[config.mk]
export PLATFORM = sky130hd
export DESIGN_NAME = branch_history_unit
export DESIGN_NICKNAME = d
export VERILOG_FILES = /design/src/rtl/bp_pkg.sv /design/src/rtl/bhu_inflight_fifo.sv /design/src/rtl/branch_history_unit.sv
export SDC_FILE = /design/constraint.sdc
export NUM_CORES = 1
export LEC_CHECK = 0
export ABC_CLOCK_PERIOD_IN_PS = 7900
export CAP_MARGIN = 20
export CORE_MARGIN = 2
export CORE_UTILIZATION = 30
export CTS_BUF_LIST = sky130_fd_sc_hd__clkbuf_8 sky130_fd_sc_hd__clkbuf_16
export DETAILED_ROUTE_END_ITERATION = 8
export GPL_ROUTABILITY_DRIVEN = 0
export PLACE_DENSITY_LB_ADDON = 0.1
export SETUP_SLACK_MARGIN = 0.2
export SLEW_MARGIN = 20
export SYNTH_ARGS = -nofsm -noshare
export SYNTH_HDL_FRONTEND = slang
export SYNTH_HIERARCHICAL = 1
export SYNTH_SLANG_ARGS = --single-unit
[constraint.sdc]
create_clock -name clk -period 7.9 [get_ports clk]
set_input_delay 1.185 -clock clk [delete_from_list [all_inputs] [get_ports clk]]
set_output_delay 1.185 -clock clk [all_outputs]
set_load 0.05 [all_outputs]
[src/rtl/bp_pkg.sv]
`default_nettype none
// ============================================================================
// Module   : bp_pkg
// Purpose  : Shared widths and the in-flight branch record used by the
//            branch history unit and its in-flight queue.
// Contents : PC_W, HIST_W, ENTRIES, IDX_W, Q_DEPTH, inflight_t
// Revision : 1.0  initial release
// ============================================================================
package bp_pkg;

    localparam int PC_W    = 10;
    localparam int HIST_W  = 3;
    localparam int ENTRIES = 8;
    localparam int IDX_W   = $clog2(ENTRIES);
    localparam int Q_DEPTH = 4;

    // One predicted-but-unresolved branch. hist is the history that was
    // handed to the prediction tables at fetch; idx is the tag-table entry
    // the branch was bound to (hit or freshly allocated).
    typedef struct packed {
        logic [PC_W-1:0]   pc;
        logic [HIST_W-1:0] hist;
        logic [IDX_W-1:0]  idx;
        logic              hit;
    } inflight_t;

endpackage
`default_nettype wire

[src/rtl/bhu_inflight_fifo.sv]
`default_nettype none
// ============================================================================
// Module   : bhu_inflight_fifo
// Purpose  : Synchronous FIFO of in-flight branch records.
// Ports    : clk, rst        - clock, synchronous active-high reset
//            i_push, i_data  - enqueue request and record
//            i_pop           - dequeue request (head consumed)
//            i_clear         - discard all entries
//            o_head          - record at the head (valid when !o_empty)
//            o_full, o_empty - occupancy flags
// Notes    : A push while full is accepted when a pop happens in the same
//            cycle. DEPTH must be a power of two (pointers wrap naturally).
// Revision : 1.0  initial release
// ============================================================================
module bhu_inflight_fifo
    import bp_pkg::*;
#(
    parameter int DEPTH = 4
) (
    input  logic      clk,
    input  logic      rst,
    input  logic      i_push,
    input  logic      i_pop,
    input  logic      i_clear,
    input  inflight_t i_data,
    output inflight_t o_head,
    output logic      o_full,
    output logic      o_empty
);

    localparam int PTR_W = (DEPTH > 1) ? $clog2(DEPTH) : 1;
    localparam int CNT_W = PTR_W + 1;

    inflight_t          r_mem [DEPTH];
    logic [PTR_W-1:0]   r_wr_ptr;
    logic [PTR_W-1:0]   r_rd_ptr;
    logic [CNT_W-1:0]   r_count;

    logic               w_do_push;
    logic               w_do_pop;

    assign o_full  = (r_count == CNT_W'(DEPTH));
    assign o_empty = (r_count == '0);
    assign o_head  = r_mem[r_rd_ptr];

    assign w_do_pop  = i_pop && !o_empty && !i_clear;
    assign w_do_push = i_push && (!o_full || (i_pop && !o_empty)) && !i_clear;

    always_ff @(posedge clk) begin
        if (rst || i_clear) begin
            r_wr_ptr <= '0;
            r_rd_ptr <= '0;
            r_count  <= '0;
        end else begin
            if (w_do_push) begin
                r_wr_ptr <= r_wr_ptr + 1'b1;
            end
            if (w_do_pop) begin
                r_rd_ptr <= r_rd_ptr + 1'b1;
            end
            r_count <= r_count + CNT_W'(w_do_push) - CNT_W'(w_do_pop);
        end
    end

    // Storage needs no reset: occupancy is tracked by the pointers/count.
    always_ff @(posedge clk) begin
        if (w_do_push) begin
            r_mem[r_wr_ptr] <= i_data;
        end
    end

endmodule
`default_nettype wire

[src/rtl/branch_history_unit.sv]
`default_nettype none
// ============================================================================
// Module   : branch_history_unit
// Purpose  : Branch predictor front end. Fully-associative PC tag table with
//            a per-entry local history, lookup at fetch, an in-flight queue
//            of predictions and in-order resolution driving the prediction
//            table write port and the eviction strobe.
// Ports    : clk, rst                          - clock, sync active-high reset
//            fetch_valid/fetch_is_branch/fetch_pc - fetch slot
//            fetch_ready                       - a branch may be accepted
//            prev_history, lookup_hit          - combinational lookup result
//            resolve_valid, resolve_taken      - oldest branch resolved
//            flush                             - squash in-flight branches
//            we, branch_taken, old_pc,
//            update_history, update_valid      - registered table write port
//            evict, evict_idx                  - registered replacement strobe
//            resolve_error                     - sticky empty-queue resolve
// Revision : 1.0  initial release
// ============================================================================
module branch_history_unit #(
    parameter int ENTRIES = bp_pkg::ENTRIES,
    parameter int HIST_W  = bp_pkg::HIST_W,
    parameter int PC_W    = bp_pkg::PC_W,
    parameter int Q_DEPTH = bp_pkg::Q_DEPTH
) (
    input  logic                       clk,
    input  logic                       rst,
    input  logic                       fetch_valid,
    input  logic                       fetch_is_branch,
    input  logic [PC_W-1:0]            fetch_pc,
    output logic                       fetch_ready,
    output logic [HIST_W-1:0]          prev_history,
    output logic                       lookup_hit,
    input  logic                       resolve_valid,
    input  logic                       resolve_taken,
    input  logic                       flush,
    output logic                       we,
    output logic                       branch_taken,
    output logic [PC_W-1:0]            old_pc,
    output logic [HIST_W-1:0]          update_history,
    output logic                       update_valid,
    output logic                       evict,
    output logic [$clog2(ENTRIES)-1:0] evict_idx,
    output logic                       resolve_error
);

    localparam int IDX_W = $clog2(ENTRIES);

    // ---------------------------------------------------------------- state
    logic [ENTRIES-1:0]  r_valid;
    logic [PC_W-1:0]     r_tag  [ENTRIES];
    logic [HIST_W-1:0]   r_hist [ENTRIES];
    logic [IDX_W-1:0]    r_rr_ptr;

    logic                r_we;
    logic                r_branch_taken;
    logic [PC_W-1:0]     r_old_pc;
    logic [HIST_W-1:0]   r_update_history;
    logic                r_update_valid;
    logic                r_evict;
    logic [IDX_W-1:0]    r_evict_idx;
    logic                r_resolve_error;

    // ---------------------------------------------------------------- wires
    logic                w_hit;
    logic [IDX_W-1:0]    w_hit_idx;
    logic [HIST_W-1:0]   w_hit_hist;
    logic                w_has_free;
    logic [IDX_W-1:0]    w_free_idx;
    logic [IDX_W-1:0]    w_alloc_idx;
    logic                w_alloc;
    logic                w_replace;
    logic                w_push;
    logic                w_pop;
    logic                w_full;
    logic                w_empty;
    logic                w_head_match;
    bp_pkg::inflight_t   w_push_rec;
    bp_pkg::inflight_t   w_head;

    // Tag lookup. Allocation guarantees a PC occupies at most one entry,
    // so the last match found is the only match.
    always_comb begin
        w_hit      = 1'b0;
        w_hit_idx  = '0;
        w_hit_hist = '0;
        for (int i = 0; i < ENTRIES; i++) begin
            if (r_valid[i] && (r_tag[i] == fetch_pc)) begin
                w_hit      = 1'b1;
                w_hit_idx  = IDX_W'(i);
                w_hit_hist = r_hist[i];
            end
        end
    end

    // Lowest-index invalid entry: scanning downward leaves the lowest.
    always_comb begin
        w_has_free = 1'b0;
        w_free_idx = '0;
        for (int i = ENTRIES - 1; i >= 0; i--) begin
            if (!r_valid[i]) begin
                w_has_free = 1'b1;
                w_free_idx = IDX_W'(i);
            end
        end
    end

    assign lookup_hit   = w_hit;
    assign prev_history = w_hit_hist;

    // A same-cycle resolve frees a slot, so a full queue can still accept.
    assign fetch_ready = !w_full || resolve_valid;

    assign w_push      = fetch_valid && fetch_is_branch && fetch_ready && !flush;
    assign w_pop       = resolve_valid && !w_empty;
    assign w_alloc     = w_push && !w_hit;
    assign w_alloc_idx = w_has_free ? w_free_idx : r_rr_ptr;
    assign w_replace   = w_alloc && !w_has_free;

    // Snapshot taken before any same-cycle history update lands.
    always_comb begin
        w_push_rec      = '0;
        w_push_rec.pc   = fetch_pc;
        w_push_rec.hist = w_hit ? w_hit_hist : '0;
        w_push_rec.idx  = w_hit ? w_hit_idx : w_alloc_idx;
        w_push_rec.hit  = w_hit;
    end

    // The entry may have been reallocated to another PC since the branch
    // was predicted; only train it if it still belongs to that PC.
    assign w_head_match = r_valid[w_head.idx] && (r_tag[w_head.idx] == w_head.pc);

    bhu_inflight_fifo #(
        .DEPTH   (Q_DEPTH)
    ) u_inflight_fifo (
        .clk     (clk),
        .rst     (rst),
        .i_push  (w_push),
        .i_pop   (w_pop),
        .i_clear (flush),
        .i_data  (w_push_rec),
        .o_head  (w_head),
        .o_full  (w_full),
        .o_empty (w_empty)
    );

    // Tag table. The allocation write is placed after the history shift so
    // that, when both target the same entry, the allocation wins.
    always_ff @(posedge clk) begin
        if (rst) begin
            r_valid  <= '0;
            r_rr_ptr <= '0;
            for (int i = 0; i < ENTRIES; i++) begin
                r_tag[i]  <= '0;
                r_hist[i] <= '0;
            end
        end else begin
            if (w_pop && w_head_match) begin
                r_hist[w_head.idx] <= {r_hist[w_head.idx][HIST_W-2:0], resolve_taken};
            end
            if (w_alloc) begin
                r_valid[w_alloc_idx] <= 1'b1;
                r_tag[w_alloc_idx]   <= fetch_pc;
                r_hist[w_alloc_idx]  <= '0;
            end
            if (w_replace) begin
                r_rr_ptr <= (r_rr_ptr == IDX_W'(ENTRIES - 1)) ? '0 : r_rr_ptr + 1'b1;
            end
        end
    end

    // Registered write port, eviction strobe and error flag.
    always_ff @(posedge clk) begin
        if (rst) begin
            r_we             <= 1'b0;
            r_branch_taken   <= 1'b0;
            r_old_pc         <= '0;
            r_update_history <= '0;
            r_update_valid   <= 1'b0;
            r_evict          <= 1'b0;
            r_evict_idx      <= '0;
            r_resolve_error  <= 1'b0;
        end else begin
            r_we    <= w_pop;
            r_evict <= w_replace;
            if (w_pop) begin
                r_branch_taken   <= resolve_taken;
                r_old_pc         <= w_head.pc;
                r_update_history <= w_head.hist;
                r_update_valid   <= w_head.hit;
            end
            if (w_replace) begin
                r_evict_idx <= w_alloc_idx;
            end
            if (resolve_valid && w_empty) begin
                r_resolve_error <= 1'b1;
            end
        end
    end

    assign we             = r_we;
    assign branch_taken   = r_branch_taken;
    assign old_pc         = r_old_pc;
    assign update_history = r_update_history;
    assign update_valid   = r_update_valid;
    assign evict          = r_evict;
    assign evict_idx      = r_evict_idx;
    assign resolve_error  = r_resolve_error;

endmodule
`default_nettype wire
======== After elaboration in Yosys (flattened, before gate mapping) ========
Memories as Yosys holds them, arrays and structs flattened. A register that Yosys moved wholly into a read port is not among the register bits.
Index checks and enable logic that the tools add are counted.
word-level totals
  bits in registers ....................... 39
  output and inout port bits .............. 26
  memories ................................ 3
  word-level logic and storage cells ...... 138
  bits in writable memories ............... 172
  bits of input ports ..................... 17
memories
  memory                 depth  bits a word  rd ports  clocked after memory_dff  write ports  RTL line                   RTL
  r_tag                  8      10           9         0                         8            branch_history_unit.sv:51  logic [PC_W-1:0] r_tag [ENTRIES];
  u_inflight_fifo.r_mem  4      17           1         1                         1            bhu_inflight_fifo.sv:34    inflight_t r_mem [DEPTH];
  r_hist                 8      3            9         0                         8            branch_history_unit.sv:52  logic [HIST_W-1:0] r_hist [ENTRIES];
cells by class
  bitwise operators ....................... 1
  muxes and demuxes ....................... 68
  equality and inequality tests ........... 11
  order comparisons ....................... 3
  reductions and logical operators ........ 34
  add/sub/neg operators ................... 5
operator list
  kind                                                                count
  two-way mux 3 bit                                                   31
  equality test 10 bit                                                9
  two-way mux 1 bit                                                   32
  logical AND 1 bit                                                   22
  two-way mux 10 bit                                                  1
  OR reduction 10 bit                                                 1
  less-than comparator 3 x 4 -> 1 bit (second input constant)         2
  bitwise OR 8 bit                                                    1
  equality test 3 bit (second input constant)                         2
  OR reduction 3 bit                                                  2
  logical NOT 1 bit                                                   5
  adder 2 x 1 -> 2 bit (second input constant)                        2
  two-way mux 2 bit                                                   2
  adder 3 x 1 -> 3 bit                                                1
  adder 3 x 1 -> 3 bit (second input constant)                        1
  binary-select mux 1 bit (select 3 bit)                              1
  demux 1 bit (select 3 bit)                                          1
  greater-or-equal comparator 3 x 1 -> 1 bit (second input constant)  1
  logical NOT 3 bit                                                   1
  logical OR 1 bit                                                    3
  subtractor 3 x 1 -> 3 bit                                           1

======== Longest topological paths before layout ========
An unclocked memory read counts as a cell.
  depth in word-level cells ............... 18
  gate-level depth with buffers ........... 15

======== By module ========
Netlist, hierarchy kept.
modules (own cells, without submodules)
  module               seq. area each (um^2)  instances  area each (um^2)  cells an instance
  branch_history_unit  3523.4                 1          7941.4            772
  bhu_inflight_fifo    2222.1                 1          2959.1            142

======== Worst setup path before layout ========
No wires, ideal clock.
  path kind ............................... input to output
  start ................................... input fetch_pc[4]
  end ..................................... output prev_history[1]
  stages on the path ...................... 8
  arrival ................................. 3799 ps
  path slack .............................. 2916 ps
  data required time ...................... 6715 ps
  path buffers ............................ 2
  cell sequence ........................... buf_2 > buf_2 > xnor2_1 > nand4_1 > nor3_1 > a211o_1 > o41ai_1 > a221oi_1
on the way
  cells in the longest elaborated chain, start to end .. 10
RTL lines
  item                            RTL line                   RTL
  start, declared                 branch_history_unit.sv:30  input logic [PC_W-1:0] fetch_pc,
  equality test 10 bit            branch_history_unit.sv:88  if (r_valid[i] && (r_tag[i] == fetch_pc)) begin
  logical AND 1 bit               branch_history_unit.sv:88
  two-way mux 3 bit (7 in a row)  branch_history_unit.sv:88
  two-way mux 3 bit (*)           branch_history_unit.sv:88
  end, declared                   branch_history_unit.sv:32  output logic [HIST_W-1:0] prev_history,
Mark *: on every way between the ends. The rest lies on a longest branch, timed or not.

======== Worst setup path in the final report ========
  start ................................... input fetch_pc[5]
  end ..................................... output prev_history[1]
The elaborated chain is that of the path after synthesis.

==> metrics.cfg <==
[status]
status=finished clean

[global_route]
grt_pass1_wl_um=49600
grt_usage_pct=17.3
globalRouteOverflowTotal=0
grt_pass1_vias=7342
grt_max_degree=37
antenna_found_initial=0

[clock_network]
clock_sinks=213
htreeDepth=1
cts_resized=0
numCtsBuffers=26
post-cts-setup-buffer-count=0
cts_tree=yes
clock_path_buffers=3
root_buffer=clkbuf_16
ctsHoldBuffers=0
clkTransAtPathRegs_ns=0.06
clk_latency_ns=0.55

[timing]
rsz0062_at_grt=false
post-route-period-util_pct=80.7
slew_headroom_pct=31.5
finalClockSkew_ns=0.0122
tns_ns=0
tightestPinTransition_ns=1.03
hold_viol=0
setup_ws_ns=1.52
period_minus_slack_ns=6.38
max_freq_ghz=0.157
setup_viol_count_final=0
whs_ns=0.452
drv_slew=0

[routing]
drt-pass1-iter-count=5
vias_per_cell=5.10
drc=0
drtIter0Drc=539
avgRoutedWirePerCell_um=22.8
ant_nets=0
drt-total-wl_um=32500
num_vias=7278

[floorplanning]
die_h_um=195
die_w_um=195
io_pins=43
initial_core_util_pct=30.6
dieArea_mm2=0.0379
rows=69
core_mm2=0.0357

[setup_path]
arrival_ns=5.19
start_kind=input pin
worstPathMaxFanout=20
cp.required_ns=6.71
path_class=input pin to output pin
end_kind=output pin

[final_layout]
layout-drive-gt1-share_pct=11.9
antenna_cells=0
num-nets-final=971
syn_to_final_growth_pct=15.8

[synth]
yosysWarnings=6
async_flop_share_pct=0
synth_ff_type=edfxtp_1
ys_ff_latch=213
netlist_area_mm2=0.0109
synth-seq-area-share_pct=52.7
ys_types=66
synth-edff-count=148
syn-instance-count=914
synth_nets=940
avgSynthCellArea_um2=11.9

[pwr]
power.density_mw_per_mm2=205
peakVddDrop_mv=0.151
total_leakage_power_nw=4.35
total_power_w=0.00259

[worst_hold_path]
min_path_type=flop to flop

[place]
dp.final_hpwl_um=22700
pre_cts_slack_ns=1.47
port_buffers=42

[flow_run]
cap_viol_max_count=0

-- power breakdown --
part           internal (W)  switching [W]
clock network      0.000727       0.000489
registers           0.00121      0.0000144
logic             0.0000548      0.0000940
total               0.00199       0.000598
-- metrics by stage --
step                      utilization, %  cell area (um2)  instances
after detailed placement            33.0            11800       1378
final                               35.4            12600       1426
after global routing                35.4            12600       1426
after CTS                           35.4            12600       1426
after floorplan                        -            10900        914
after global placement              33.0            11800       1378
-- final cells by class --
class,count,area (um2)
Clock buffer,26,651
Sequential cell,213,5750
Clock inverter,22,211
Inverter,27,101
Fill cell,3515,23000
Timing Repair Buffer,72,646
Tap cell,461,577
Multi-Input combinational cell,605,4700
-- metal layers --
| metal | track usage [%] | part of all wire [%] |
|---|---|---|
| met1 | 25.0 | 49 |
| met2 | 27.4 | 45 |
| met3 | 2.38 | 3.9 |
| met4 | 4.44 | 1.9 |
| met5 | 0 | 0 |
-- synth_stat cells (8+ instances only) --
cell type / count / area share (%)
nand4_1: 23 / 1.3
xnor2_1: 86 / 6.9
dfxtp_1: 65 / 12
o311ai_0: 22 / 1.8
or2_2: 9 / 0.52
ha_1: 8 / 0.92
buf_2: 31 / 1.4
a21o_1: 8 / 0.55
o31ai_1: 17 / 1.2
o21ai_0: 18 / 0.83
mux2i_1: 49 / 4.5
clkbuf_1: 27 / 0.93
a21oi_1: 38 / 1.7
nand3_1: 15 / 0.69
nor3_1: 20 / 0.92
edfxtp_1: 148 / 41
and2_1: 87 / 5.0
inv_1: 27 / 0.93
nand2b_1: 14 / 0.80
nor2_1: 22 / 0.76
mux4_2: 26 / 5.4
nand2_1: 50 / 1.7
-- worst paths after layout --
kind	to	start	depth (start not counted)	slack, ns
max	prev_history[1]	fetch_pc[5]	9	1.52
min	old_pc[5]	old_pc[5]	2	0.45
max reg2reg	r_hist[4][1]	flop	9	3.14
min reg2reg	old_pc[5]	old_pc[5]	2	0.45
-- worst max-delay path, cell delays in order --
cell and delay [ns]:
clkdlybuf4s50_1 0.91, xnor2_1 0.40, nand4_1 0.13, nor3_1 0.67
mux2i_1 0.17, o211ai_1 0.18, o21ai_0 0.15, a221oi_1 0.48
clkdlybuf4s50_1 0.90
-- state kept, by name, indices dropped and copies added (netlist names), named ones only --
signal	flops
r_tag	80
u_inflight_fifo/r_rd_ptr	2
r_hist	24
resolve_error	1
update_valid	1
r_rr_ptr	3
evict	1
r_valid	8
u_inflight_fifo/r_mem	68
branch_taken	1
update_history	3
u_inflight_fifo/r_count	3
we	1
old_pc	10
evict_idx	3
u_inflight_fifo/r_wr_ptr	2
-- cell usage in the layout (no fill, tap or decap), types with 18 or more instances in the layout --
master	Yosys	final
clkdlybuf4s50_1	0	42
mux4_2	26	26
nand2_1	50	50
inv_1	27	33
xnor2_1	86	86
o21ai_0	18	18
clkbuf_16	0	26
and2_1	87	87
nor3_1	20	20
edfxtp_1	148	148
a21oi_1	38	38
nor2_1	22	22
mux2i_1	49	49
buf_4	4	30
dfxtp_1	65	65
o311ai_0	22	22
nand4_1	23	23
-- cells by family (layout without fill, tap and decap cells) --
family / count (synthesis) / in the layout / share of synthesized area (%)
fa+ha+maj: 9 / 9 / 1.10
simple gates: 278 / 278 / 15.0
buf+inv: 96 / 147 / 4.21
flops: 213 / 213 / 52.7
xor+xnor: 90 / 90 / 7.23
mux: 80 / 80 / 10.4
compound gates: 148 / 148 / 9.32
(Power assumes the default switching activity.)
